## config.mk

```make
export PLATFORM = sky130hd
export DESIGN_NAME = wb_write_arbiter_flat
export DESIGN_NICKNAME = d
export VERILOG_FILES = /design/src/rtl/wb_write_arbiter_if.sv /design/src/rtl/wb_write_arbiter.sv /design/src/flat_wrapper.sv
export SDC_FILE = /design/constraint.sdc
export NUM_CORES = 2
export LEC_CHECK = 0
export BUFFER_PORTS_ARGS = -buffer_cell sky130_fd_sc_hd__buf_2
export CORE_MARGIN = 2
export CORE_UTILIZATION = 30
export CTS_CLUSTER_SIZE = 30
export DETAILED_ROUTE_END_ITERATION = 7
export MAX_ROUTING_LAYER = met4
export PLACE_DENSITY = 0.57
export SYNTH_ARGS = -nofsm -noshare
export SYNTH_HDL_FRONTEND = slang
export SYNTH_HIERARCHICAL = 1
export SYNTH_SLANG_ARGS = --single-unit
```

## constraint.sdc

```tcl
create_clock -name i_clk -period 11.09 [get_ports i_clk]
set_clock_uncertainty 0.2 [all_clocks]
set_input_delay 0.5545 -clock i_clk [delete_from_list [all_inputs] [get_ports i_clk]]
set_output_delay 0.5545 -clock i_clk [all_outputs]
set_load 0.02 [all_outputs]
```

## src/rtl/wb_write_arbiter_if.sv

```systemverilog
// Purpose: producer-side result channels and the four register-file write ports.
// Latency: none, signal bundle only.
// Backpressure: o_ready per channel, driven by the arbiter.
interface wb_write_arbiter_if #(
   parameter int N_IN  = 6,
   parameter int WIDTH = 5
);
   logic [N_IN-1:0]       i_valid;
   logic [N_IN-1:0]       o_ready;
   logic [N_IN*WIDTH-1:0] i_waddr;
   logic [N_IN*32-1:0]    i_wdata;

   logic                  o_we0;
   logic                  o_we1;
   logic                  o_we2;
   logic                  o_we3;
   logic [WIDTH-1:0]      o_waddr0;
   logic [WIDTH-1:0]      o_waddr1;
   logic [WIDTH-1:0]      o_waddr2;
   logic [WIDTH-1:0]      o_waddr3;
   logic [31:0]           o_wdata0;
   logic [31:0]           o_wdata1;
   logic [31:0]           o_wdata2;
   logic [31:0]           o_wdata3;
   logic                  o_busy;

   // Execution-unit side: drives results, observes ready and the write ports.
   modport master (
      output i_valid, i_waddr, i_wdata,
      input  o_ready,
      input  o_we0, o_we1, o_we2, o_we3,
      input  o_waddr0, o_waddr1, o_waddr2, o_waddr3,
      input  o_wdata0, o_wdata1, o_wdata2, o_wdata3,
      input  o_busy
   );

   // Arbiter side.
   modport slave (
      input  i_valid, i_waddr, i_wdata,
      output o_ready,
      output o_we0, o_we1, o_we2, o_we3,
      output o_waddr0, o_waddr1, o_waddr2, o_waddr3,
      output o_wdata0, o_wdata1, o_wdata2, o_wdata3,
      output o_busy
   );
endinterface

```

## src/rtl/wb_write_arbiter.sv

```systemverilog
// Purpose: generic per-channel result FIFO (count, wrap-around pointers).
// Latency: entry pushed at an edge is visible on head_dat right after that edge.
// Backpressure: caller must gate push_vld with count < DEPTH and pop_vld with count != 0.
module wb_write_fifo #(
   parameter  int W     = 37,
   parameter  int DEPTH = 2,
   localparam int PW    = (DEPTH > 1) ? $clog2(DEPTH) : 1,
   localparam int CW    = $clog2(DEPTH + 1)
) (
   input  logic          i_clk,
   input  logic          i_rst_n,
   input  logic          push_vld,
   input  logic [W-1:0]  push_dat,
   input  logic          pop_vld,
   output logic [W-1:0]  head_dat,
   output logic [CW-1:0] count
);
   logic [W-1:0]  mem [DEPTH];
   logic [PW-1:0] wr_ptr;
   logic [PW-1:0] rd_ptr;

   function automatic logic [PW-1:0] ptr_inc(input logic [PW-1:0] p);
      return (p == PW'(DEPTH - 1)) ? '0 : p + 1'b1;
   endfunction

   // Storage array; no reset needed, validity is tracked by count.
   always_ff @(posedge i_clk) begin
      if (push_vld) begin
         mem[wr_ptr] <= push_dat;
      end
   end

   // Pointers and occupancy; a simultaneous push and pop leaves count unchanged.
   always_ff @(posedge i_clk) begin
      if (!i_rst_n) begin
         wr_ptr <= '0;
         rd_ptr <= '0;
         count  <= '0;
      end else begin
         if (push_vld) wr_ptr <= ptr_inc(wr_ptr);
         if (pop_vld)  rd_ptr <= ptr_inc(rd_ptr);
         case ({push_vld, pop_vld})
            2'b10:   count <= count + 1'b1;
            2'b01:   count <= count - 1'b1;
            default: count <= count;
         endcase
      end
   end

   assign head_dat = mem[rd_ptr];
endmodule

// Purpose: buffer N_IN result channels and grant up to 4 register-file writes per cycle, rotating priority.
// Latency: push at edge T -> earliest o_we at edge T+1 (registered write ports).
// Backpressure: o_ready[k] = registered count < DEPTH; a same-cycle pop does not raise it.
module wb_write_arbiter #(
   parameter int N_IN  = 6,
   parameter int WIDTH = 5,
   parameter int DEPTH = 2
) (
   input logic               i_clk,
   input logic               i_rst_n,
   wb_write_arbiter_if.slave bus
);
   localparam int RRW = (N_IN > 1) ? $clog2(N_IN) : 1;
   localparam int CW  = $clog2(DEPTH + 1);
   localparam int NP  = 4;

   typedef struct packed {
      logic [WIDTH-1:0] waddr;
      logic [31:0]      wdata;
   } entry_t;

   entry_t          head  [N_IN];
   logic [CW-1:0]   count [N_IN];
   logic [N_IN-1:0] push;
   logic [N_IN-1:0] pop;
   logic [N_IN-1:0] nonempty;
   logic [N_IN-1:0] ready;
   logic [RRW-1:0]  rr;

   // Grant bookkeeping, all produced by the selection process.
   logic            slot_vld [NP];
   entry_t          slot_ent [NP];
   logic [2:0]      n_gnt;
   logic [RRW-1:0]  last_ch;
   logic            any_gnt;
   logic [RRW:0]    scan_sum;
   logic [RRW-1:0]  scan_ch;
   logic            hit;

   // Registered write ports.
   logic            we_q    [NP];
   logic [WIDTH-1:0] waddr_q [NP];
   logic [31:0]     wdata_q [NP];

   genvar k;
   for (k = 0; k < N_IN; k++) begin : g_ch
      entry_t in_ent;
      assign in_ent.waddr = bus.i_waddr[k*WIDTH +: WIDTH];
      assign in_ent.wdata = bus.i_wdata[k*32 +: 32];
      assign ready[k]     = (count[k] < CW'(DEPTH));
      assign nonempty[k]  = (count[k] != '0);
      assign push[k]      = bus.i_valid[k] & ready[k];

      wb_write_fifo #(
         .W     ($bits(entry_t)),
         .DEPTH (DEPTH)
      ) u_fifo (
         .i_clk    (i_clk),
         .i_rst_n  (i_rst_n),
         .push_vld (push[k]),
         .push_dat (in_ent),
         .pop_vld  (pop[k]),
         .head_dat (head[k]),
         .count    (count[k])
      );
   end

   // Rotating scan over the FIFO heads: grant in order, skip heads whose address is already granted, stop at 4.
   always_comb begin
      pop      = '0;
      n_gnt    = '0;
      last_ch  = rr;
      any_gnt  = 1'b0;
      scan_sum = '0;
      scan_ch  = '0;
      hit      = 1'b0;
      for (int s = 0; s < NP; s++) begin
         slot_vld[s] = 1'b0;
         slot_ent[s] = '0;
      end
      for (int i = 0; i < N_IN; i++) begin
         scan_sum = {1'b0, rr} + (RRW+1)'(i);
         if (scan_sum >= (RRW+1)'(N_IN)) scan_sum = scan_sum - (RRW+1)'(N_IN);
         scan_ch = scan_sum[RRW-1:0];
         hit = 1'b0;
         for (int s = 0; s < NP; s++) begin
            if (slot_vld[s] && (slot_ent[s].waddr == head[scan_ch].waddr)) hit = 1'b1;
         end
         if ((n_gnt < 3'(NP)) && nonempty[scan_ch] && !hit) begin
            slot_vld[n_gnt[1:0]] = 1'b1;
            slot_ent[n_gnt[1:0]] = head[scan_ch];
            pop[scan_ch]         = 1'b1;
            last_ch              = scan_ch;
            any_gnt              = 1'b1;
            n_gnt                = n_gnt + 3'd1;
         end
      end
   end

   // Round-robin pointer moves past the last granted channel; unchanged on an idle cycle.
   always_ff @(posedge i_clk) begin
      if (!i_rst_n) begin
         rr <= '0;
      end else if (any_gnt) begin
         rr <= (last_ch == RRW'(N_IN - 1)) ? '0 : last_ch + 1'b1;
      end
   end

   // Write-port registers: granted slots load their entry (x0 loads with we=0), idle slots drop we and hold addr/data.
   always_ff @(posedge i_clk) begin
      for (int s = 0; s < NP; s++) begin
         if (!i_rst_n) begin
            we_q[s]    <= 1'b0;
            waddr_q[s] <= '0;
            wdata_q[s] <= '0;
         end else if (slot_vld[s]) begin
            we_q[s]    <= (slot_ent[s].waddr != '0);
            waddr_q[s] <= slot_ent[s].waddr;
            wdata_q[s] <= slot_ent[s].wdata;
         end else begin
            we_q[s]    <= 1'b0;
         end
      end
   end

   assign bus.o_ready  = ready;
   assign bus.o_we0    = we_q[0];
   assign bus.o_we1    = we_q[1];
   assign bus.o_we2    = we_q[2];
   assign bus.o_we3    = we_q[3];
   assign bus.o_waddr0 = waddr_q[0];
   assign bus.o_waddr1 = waddr_q[1];
   assign bus.o_waddr2 = waddr_q[2];
   assign bus.o_waddr3 = waddr_q[3];
   assign bus.o_wdata0 = wdata_q[0];
   assign bus.o_wdata1 = wdata_q[1];
   assign bus.o_wdata2 = wdata_q[2];
   assign bus.o_wdata3 = wdata_q[3];
   assign bus.o_busy   = (|nonempty) | we_q[0] | we_q[1] | we_q[2] | we_q[3];
endmodule

```

## src/flat_wrapper.sv

```systemverilog
// flat-port wrapper written by rule: the top's interface ports become plain ports
module wb_write_arbiter_flat 
#(
   parameter int N_IN  = 6,
   parameter int WIDTH = 5,
   parameter int DEPTH = 2
)
  (i_clk, i_rst_n, bus_i_valid, bus_i_waddr, bus_i_wdata, bus_o_ready, bus_o_we0, bus_o_we1, bus_o_we2, bus_o_we3, bus_o_waddr0, bus_o_waddr1, bus_o_waddr2, bus_o_waddr3, bus_o_wdata0, bus_o_wdata1, bus_o_wdata2, bus_o_wdata3, bus_o_busy);
  wb_write_arbiter_if #(.N_IN(N_IN), .WIDTH(WIDTH)) bus_i ();
  input logic i_clk;
  input logic i_rst_n;
  input wire logic [$bits(bus_i.i_valid)-1:0] bus_i_valid;
  input wire logic [$bits(bus_i.i_waddr)-1:0] bus_i_waddr;
  input wire logic [$bits(bus_i.i_wdata)-1:0] bus_i_wdata;
  output wire logic [$bits(bus_i.o_ready)-1:0] bus_o_ready;
  output wire logic [$bits(bus_i.o_we0)-1:0] bus_o_we0;
  output wire logic [$bits(bus_i.o_we1)-1:0] bus_o_we1;
  output wire logic [$bits(bus_i.o_we2)-1:0] bus_o_we2;
  output wire logic [$bits(bus_i.o_we3)-1:0] bus_o_we3;
  output wire logic [$bits(bus_i.o_waddr0)-1:0] bus_o_waddr0;
  output wire logic [$bits(bus_i.o_waddr1)-1:0] bus_o_waddr1;
  output wire logic [$bits(bus_i.o_waddr2)-1:0] bus_o_waddr2;
  output wire logic [$bits(bus_i.o_waddr3)-1:0] bus_o_waddr3;
  output wire logic [$bits(bus_i.o_wdata0)-1:0] bus_o_wdata0;
  output wire logic [$bits(bus_i.o_wdata1)-1:0] bus_o_wdata1;
  output wire logic [$bits(bus_i.o_wdata2)-1:0] bus_o_wdata2;
  output wire logic [$bits(bus_i.o_wdata3)-1:0] bus_o_wdata3;
  output wire logic [$bits(bus_i.o_busy)-1:0] bus_o_busy;
  assign bus_i.i_valid = bus_i_valid;
  assign bus_i.i_waddr = bus_i_waddr;
  assign bus_i.i_wdata = bus_i_wdata;
  assign bus_o_ready = bus_i.o_ready;
  assign bus_o_we0 = bus_i.o_we0;
  assign bus_o_we1 = bus_i.o_we1;
  assign bus_o_we2 = bus_i.o_we2;
  assign bus_o_we3 = bus_i.o_we3;
  assign bus_o_waddr0 = bus_i.o_waddr0;
  assign bus_o_waddr1 = bus_i.o_waddr1;
  assign bus_o_waddr2 = bus_i.o_waddr2;
  assign bus_o_waddr3 = bus_i.o_waddr3;
  assign bus_o_wdata0 = bus_i.o_wdata0;
  assign bus_o_wdata1 = bus_i.o_wdata1;
  assign bus_o_wdata2 = bus_i.o_wdata2;
  assign bus_o_wdata3 = bus_i.o_wdata3;
  assign bus_o_busy = bus_i.o_busy;
  wb_write_arbiter #(.N_IN(N_IN), .WIDTH(WIDTH), .DEPTH(DEPTH)) u_core (.i_clk(i_clk), .i_rst_n(i_rst_n), .bus(bus_i));
endmodule
```

======== Yosys cells after proc, flatten, opt, wreduce, memory -nomap -nowiden ========
Memory sizes are Yosys's and may differ from the RTL's. A register that Yosys moved wholly into a read port is not among the register bits.
Cells that the tools add are included.
operators by class
  $lt $le $gt $ge ......................... 45
  mux-type cells .......................... 208
  $add $sub $neg .......................... 40
  eq/ne operators ......................... 30
  bitwise operators ....................... 47
  reductions and logical operators ........ 60
operators with widths
  kind                                                 count
  bitwise mux 148 bit                                  5
  2-to-1 mux 148 bit                                   5
  binary-select mux 37 bit (select 3 bit)              6
  2-to-1 mux 37 bit                                    18
  demux 37 bit (select 2 bit)                          5
  2-to-1 mux 32 bit                                    4
  2-to-1 mux 1 bit                                     110
  == test 5 bit                                        17
  2-to-1 mux 3 bit                                     17
  logical AND 1 bit                                    38
  2-to-1 mux 6 bit                                     6
  bitwise OR 6 bit                                     5
  >= comparator 4 bit, second input constant           6
  < comparator 3 x 4 -> 1 bit, second input constant   6
  NOT 3 -> 4 bit                                       6
  case mux 2 bit (2 select lines)                      6
  nonzero test 2 bit                                   12
  >= comparator 4 x 3 -> 1 bit, second input constant  5
  2-to-1 mux 4 bit                                     5
  2-to-1 mux 5 bit                                     4
  bitwise OR 1 bit                                     20
  bitwise OR 4 bit                                     5
  nonzero test 5 bit                                   4
  binary-select mux 1 bit (select 3 bit)               6
  other kinds (25)                                     109
word-level totals
  bits in registers ....................... 27
  memories kept ........................... 9
  logic and storage cells ................. 458
  input port bits ......................... 230
  output and inout bits ................... 159
  memory bits (writable) .................. 596
memories
  memory                     words  width  read ports  clocked after Yosys merged registers in  write ports  RTL line                source
  u_core.wdata_q             4      32     4           0                                        4            wb_write_arbiter.sv:95  logic [31:0] wdata_q [NP];
  u_core.g_ch[0].u_fifo.mem  2      37     1           1                                        1            wb_write_arbiter.sv:18  logic [W-1:0] mem [DEPTH];
  u_core.g_ch[1].u_fifo.mem  2      37     1           1                                        1            wb_write_arbiter.sv:18
  u_core.g_ch[2].u_fifo.mem  2      37     1           1                                        1            wb_write_arbiter.sv:18
  u_core.g_ch[3].u_fifo.mem  2      37     1           1                                        1            wb_write_arbiter.sv:18
  u_core.g_ch[4].u_fifo.mem  2      37     1           1                                        1            wb_write_arbiter.sv:18
  3 more memories            -      -      -           -                                        -            -

======== Longest topological paths before layout ========
  depth after elaboration ................. 54
  mapped depth ............................ 45
  gate-level depth less buffers ........... 38

======== Modules after synthesis ========
Netlist, hierarchy kept.
by module, submodules not included
  module            instances  seq. area each (sq um)  cells an instance  area each (sq um)
  wb_write_arbiter  1          4614.4                  2906               21394.3
  wb_write_fifo     6          2322.2                  135                2881.5

======== Worst setup path after synthesis ========
No wires, ideal clock.
  path type ............................... register to register
  start ................................... register u_core.rr[0]
  end ..................................... memory u_core.waddr_q[3][0] (enable)
  library setup time ...................... 0.690 ns
  data required time ...................... 10.200 ns
  cell stages (with the launch flop) ...... 39
  path slack .............................. 1.674 ns
  arrival time ............................ 8.527 ns
  cell sequence ........................... dfxtp_1 -> buf_4 -> buf_6 -> inv_2 -> ha_1 -> buf_2 -> xnor2_1 -> and2_1 -> buf_2 -> a221o_1 -> buf_2 -> xor2_1 -> nor3_4 -> nand3_1 -> nand2_1 -> inv_1 -> ha_1 -> o21ai_0 -> (+3 left out) -> buf_2 -> or3_1 -> buf_2 -> o311a_4 -> o21ai_2 -> or3b_1 -> buf_4 -> mux2_2 -> o221a_2 -> a311o_1 -> nor3b_4 -> mux2_2 -> a22oi_2 -> a221oi_2 -> o21ai_1 -> buf_4 -> buf_6 -> nand4b_1
RTL lines
  item                    RTL line                 source
  start, declared         wb_write_arbiter.sv:80   logic [RRW-1:0] rr;
  start signal, assigned  wb_write_arbiter.sv:157  rr <= (last_ch == RRW'(N_IN - 1)) ? '0 : last_ch + 1'b1;
  end, declared           wb_write_arbiter.sv:94   logic [WIDTH-1:0] waddr_q [NP];

==> metrics.md <==
| Metric | Value |
|---|---|
| Ys flop type | edfxtp_1 |
| Share of the synthesized area in the top cell type | 0.4619 |
| Synth area leader | edfxtp_1 |
| CTS sink cnt | 629 |
| Initial DRC Count | 4461 |
| Final Cycle Share | 0.9319 |
| Arr. time, crit path | 10.55 ns |
| Kind of critical path | reg2reg |
| Max-slew headroom | 0.2206 |
| Clock network latency to the later pin of the worst-skew pair | 0.69 ns |
| Initial antenna violation count | 24 |
| # port buffers | 388 |
| TNS Setup | 0 ns |
| Die width | 363.1 µm |
| RSZ-0062 raised after global routing | false |
| CP max stage delay | 0.79 ns |
| Final Hold Vio Count | 0 |
| Drt pass-1 iters | 6 |
| Most common cell in the synthesized netlist | edfxtp_1 |
| WHS | 0.1623 ns |
| Total CTS buffers | 72 |
| Most numerous cell on the critical path | buf_4 |
| ANT nets after route | 0 |
| Hold depth | 4 |
| Min-Delay Path Class | in2reg |
| CP required | 11.30 ns |
| Max Cap Viol | 0 |
| Synth Register Bits | 629 |
| Setup ws final | 0.7554 ns |
| Setup crit end kind | register |
| Row count | 131 |
| Critical path buffer and inverter count | 6 |
| Synthesis warning total | 6 |
| Via count | 32.83k |
| CP delay by family, top | compound AO/OA/AOI/OAI gates |
| Synth async-reset ratio | 0 |
| Routed WL | 161100 µm |
| Clock buffer depth | 3 |
| Grt ovf | 0 |
| Syn Area/Cell | 10.41 µm² |
| Startpoint types | register |
| Layout fillers | 12.50k |
| First-pass GRT wire length | 224800 µm |
| CP Depth | 32 |
| Die height | 363.1 µm |
| Root buffer cell | clkbuf_16 |
| Largest net degree at the start of global routing | 155 |
| EDFF count, synth | 595 |
| Most frequent cells after synthesis | edfxtp_1 (595), nand2_1 (468), mux2i_1 (370), o21ai_0 (295), mux2_2 (268) |
| Clock-pin slew on the worst setup and hold paths | 0.06 ns |
| Worst R2R Path Depth | 32 |
| Status | finished, final reports clean |
| Main area contributors after synthesis | edfxtp_1 (46%), mux2i_1 (9.6%), mux2_2 (7.8%) |
| CTS tree | built |
| Synthesized cell area | 0.03868 mm² |
| Share of cells above drive strength 1 | 0.2266 |
| Sequential area share after synthesis | 0.4795 |
| Critical path peak fanout | 37 |
| Die area | 0.1318 mm² |
| Drt wl/cell | 27.09 µm |
| Worst slack at placement | 0.6874 ns |
| Global Route Usage Sum | 0.2430 |
| Post-CTS Repair Setup Buffers | 0 |
| Least-Margin Pin Slew | 1.159 ns |
| Final Max Tran Viols | 0 |
| Vias in the first global route | 29.61k |
| Slowest CP cell | or4_2 |
| Gate Count Post-Synth | 3716 |
| Core area | 0.1277 mm² |
| Fin util | 0.3697 |
| Distinct cells, synth | 95 |
| Residual DRC | 0 |
| Number of H-tree levels | 3 |
| Fmax | 96.76 MHz |
| Setup Viol. Count Final | 0 |
| Min cycle time layout | 10.33 ns |
| HPWL after DPL | 122700 µm |
| # nets final | 4461 |
| I/O pins | 389 |
| DR vias/cell | 5.520 |
| Gpl congestion | 0.9407 |
| Layout area overhead | 22.02% |
| Initial Util | 0.3030 |
flip-flops by register name, summed over array words and instances (netlist names), named ones only:
name	cells
u_core/rr	3
u_core/g_ch.u_fifo/count	12
u_core/g_ch.u_fifo/rd_ptr	6
u_core/we_q	4
u_core/wdata_q	128
u_core/g_ch.u_fifo/mem	444
u_core/g_ch.u_fifo/wr_ptr	6
u_core/waddr_q	20
worst register-to-register path: cells and delay by family, from the launching register on:
| kind | cells | cell delay (ns) |
|---|---|---|
| adders and majority gates | 1 | 0.27 |
| buffers and inverters | 6 | 1.85 |
| AOI/OAI and AO/OA | 14 | 3.83 |
| and+or+nand+nor | 8 | 2.44 |
| muxes | 2 | 0.56 |
| DFF | 1 | 0.70 |
| xor gates and xnor gates | 1 | 0.20 |
cells by family after synthesis:
family | after synthesis | share of synthesized area
other | 1 | 0.00009694
AOI/OAI and AO/OA | 980 | 0.1622
adders and majority gates | 23 | 0.007439
DFF | 629 | 0.4795
and+or+nand+nor | 1002 | 0.1138
buffers and inverters | 348 | 0.04114
muxes | 638 | 0.1738
xor gates and xnor gates | 95 | 0.02209
placed cells by master, fill, tap and decap left out, types with 8 or more instances in the layout:
cell type / instances
o211ai_1: 114
o21a_1: 10
buf_2: 388
inv_1: 32
edfxtp_1: 595
xor2_1: 24
nor2b_1: 44
dfxtp_1: 27
a21o_1: 9
and2_1: 28
or3_1: 11
o21ai_0: 295
a211oi_1: 76
dlygate4sd3_1: 222
a31oi_1: 44
a22o_1: 8
nor2_1: 229
a2bb2oi_1: 8
a22oi_1: 33
clkbuf_1: 13
buf_4: 110
o22ai_1: 71
bufinv_16: 8
xnor2_1: 67
nand3_1: 63
nand2_1: 462
nor2_4: 8
ha_1: 20
mux2_2: 268
clkinv_1: 14
clkbuf_16: 73
diode_2: 22
o221ai_1: 36
a21oi_1: 180
nor3_1: 87
mux2i_1: 370
buf_12: 9
timing repair:
action / 4_1_cts / 5_1_grt
hold endpoints to repair: 444 / 0
resized for setup: 0 / 1
endpoints found under the setup margin: 0 / 34
hold buffers: 222 / 0
area by class of cell:
class / count / area (µm²) / area share
clock buffer: 86 / 1876 / 0.03973
multi-input combinational: 2741 / 18820 / 0.3987
timing repair buffer: 729 / 5170 / 0.1095
clock inverter: 43 / 513.0 / 0.01087
antenna: 22 / 55.05 / 0.001166
tap: 1662 / 2079 / 0.04405
inverter: 35 / 131.4 / 0.002783
sequential: 629 / 18560 / 0.3932
stage by stage:
stage                     std cells  instance area [µm²]
after floorplan                3718                38690
after global placement         5574                42530
after detailed placement       5574                42530
after CTS                      5925                47150
after global routing           5944                47200
final                          5947                47200
metal layers:
metal | vias up | part of all wire | GRT usage | routed length [µm]
li1 | 15002 | - | - | -
met1 | 15952 | 0.48 | 0.3664 | 77180
met2 | 1715 | 0.40 | 0.3227 | 64210
met3 | 159 | 0.098 | 0.05156 | 15820
met4 | 0 | 0.024 | 0.06387 | 3912
met5 | - | 0 | - | 0
final timing paths:
path	endpoint	startpoint	slack (ns)
worst max register to register	u_core/wdata_q[1][12]	u_core/rr[0]	0.76
worst min register to register	u_core/g_ch[5].u_fifo/count[1]	u_core/g_ch[5].u_fifo/count[1]	0.34
worst max-delay path	u_core/wdata_q[1][12]	u_core/rr[0]	0.76
worst min-delay path	u_core/g_ch[5].u_fifo/wr_ptr	bus_i_valid[5]	0.16
Power is left out: the tool's default activity adds up to more than one toggle a clock period on the data nets, which glitch-free logic cannot reach.
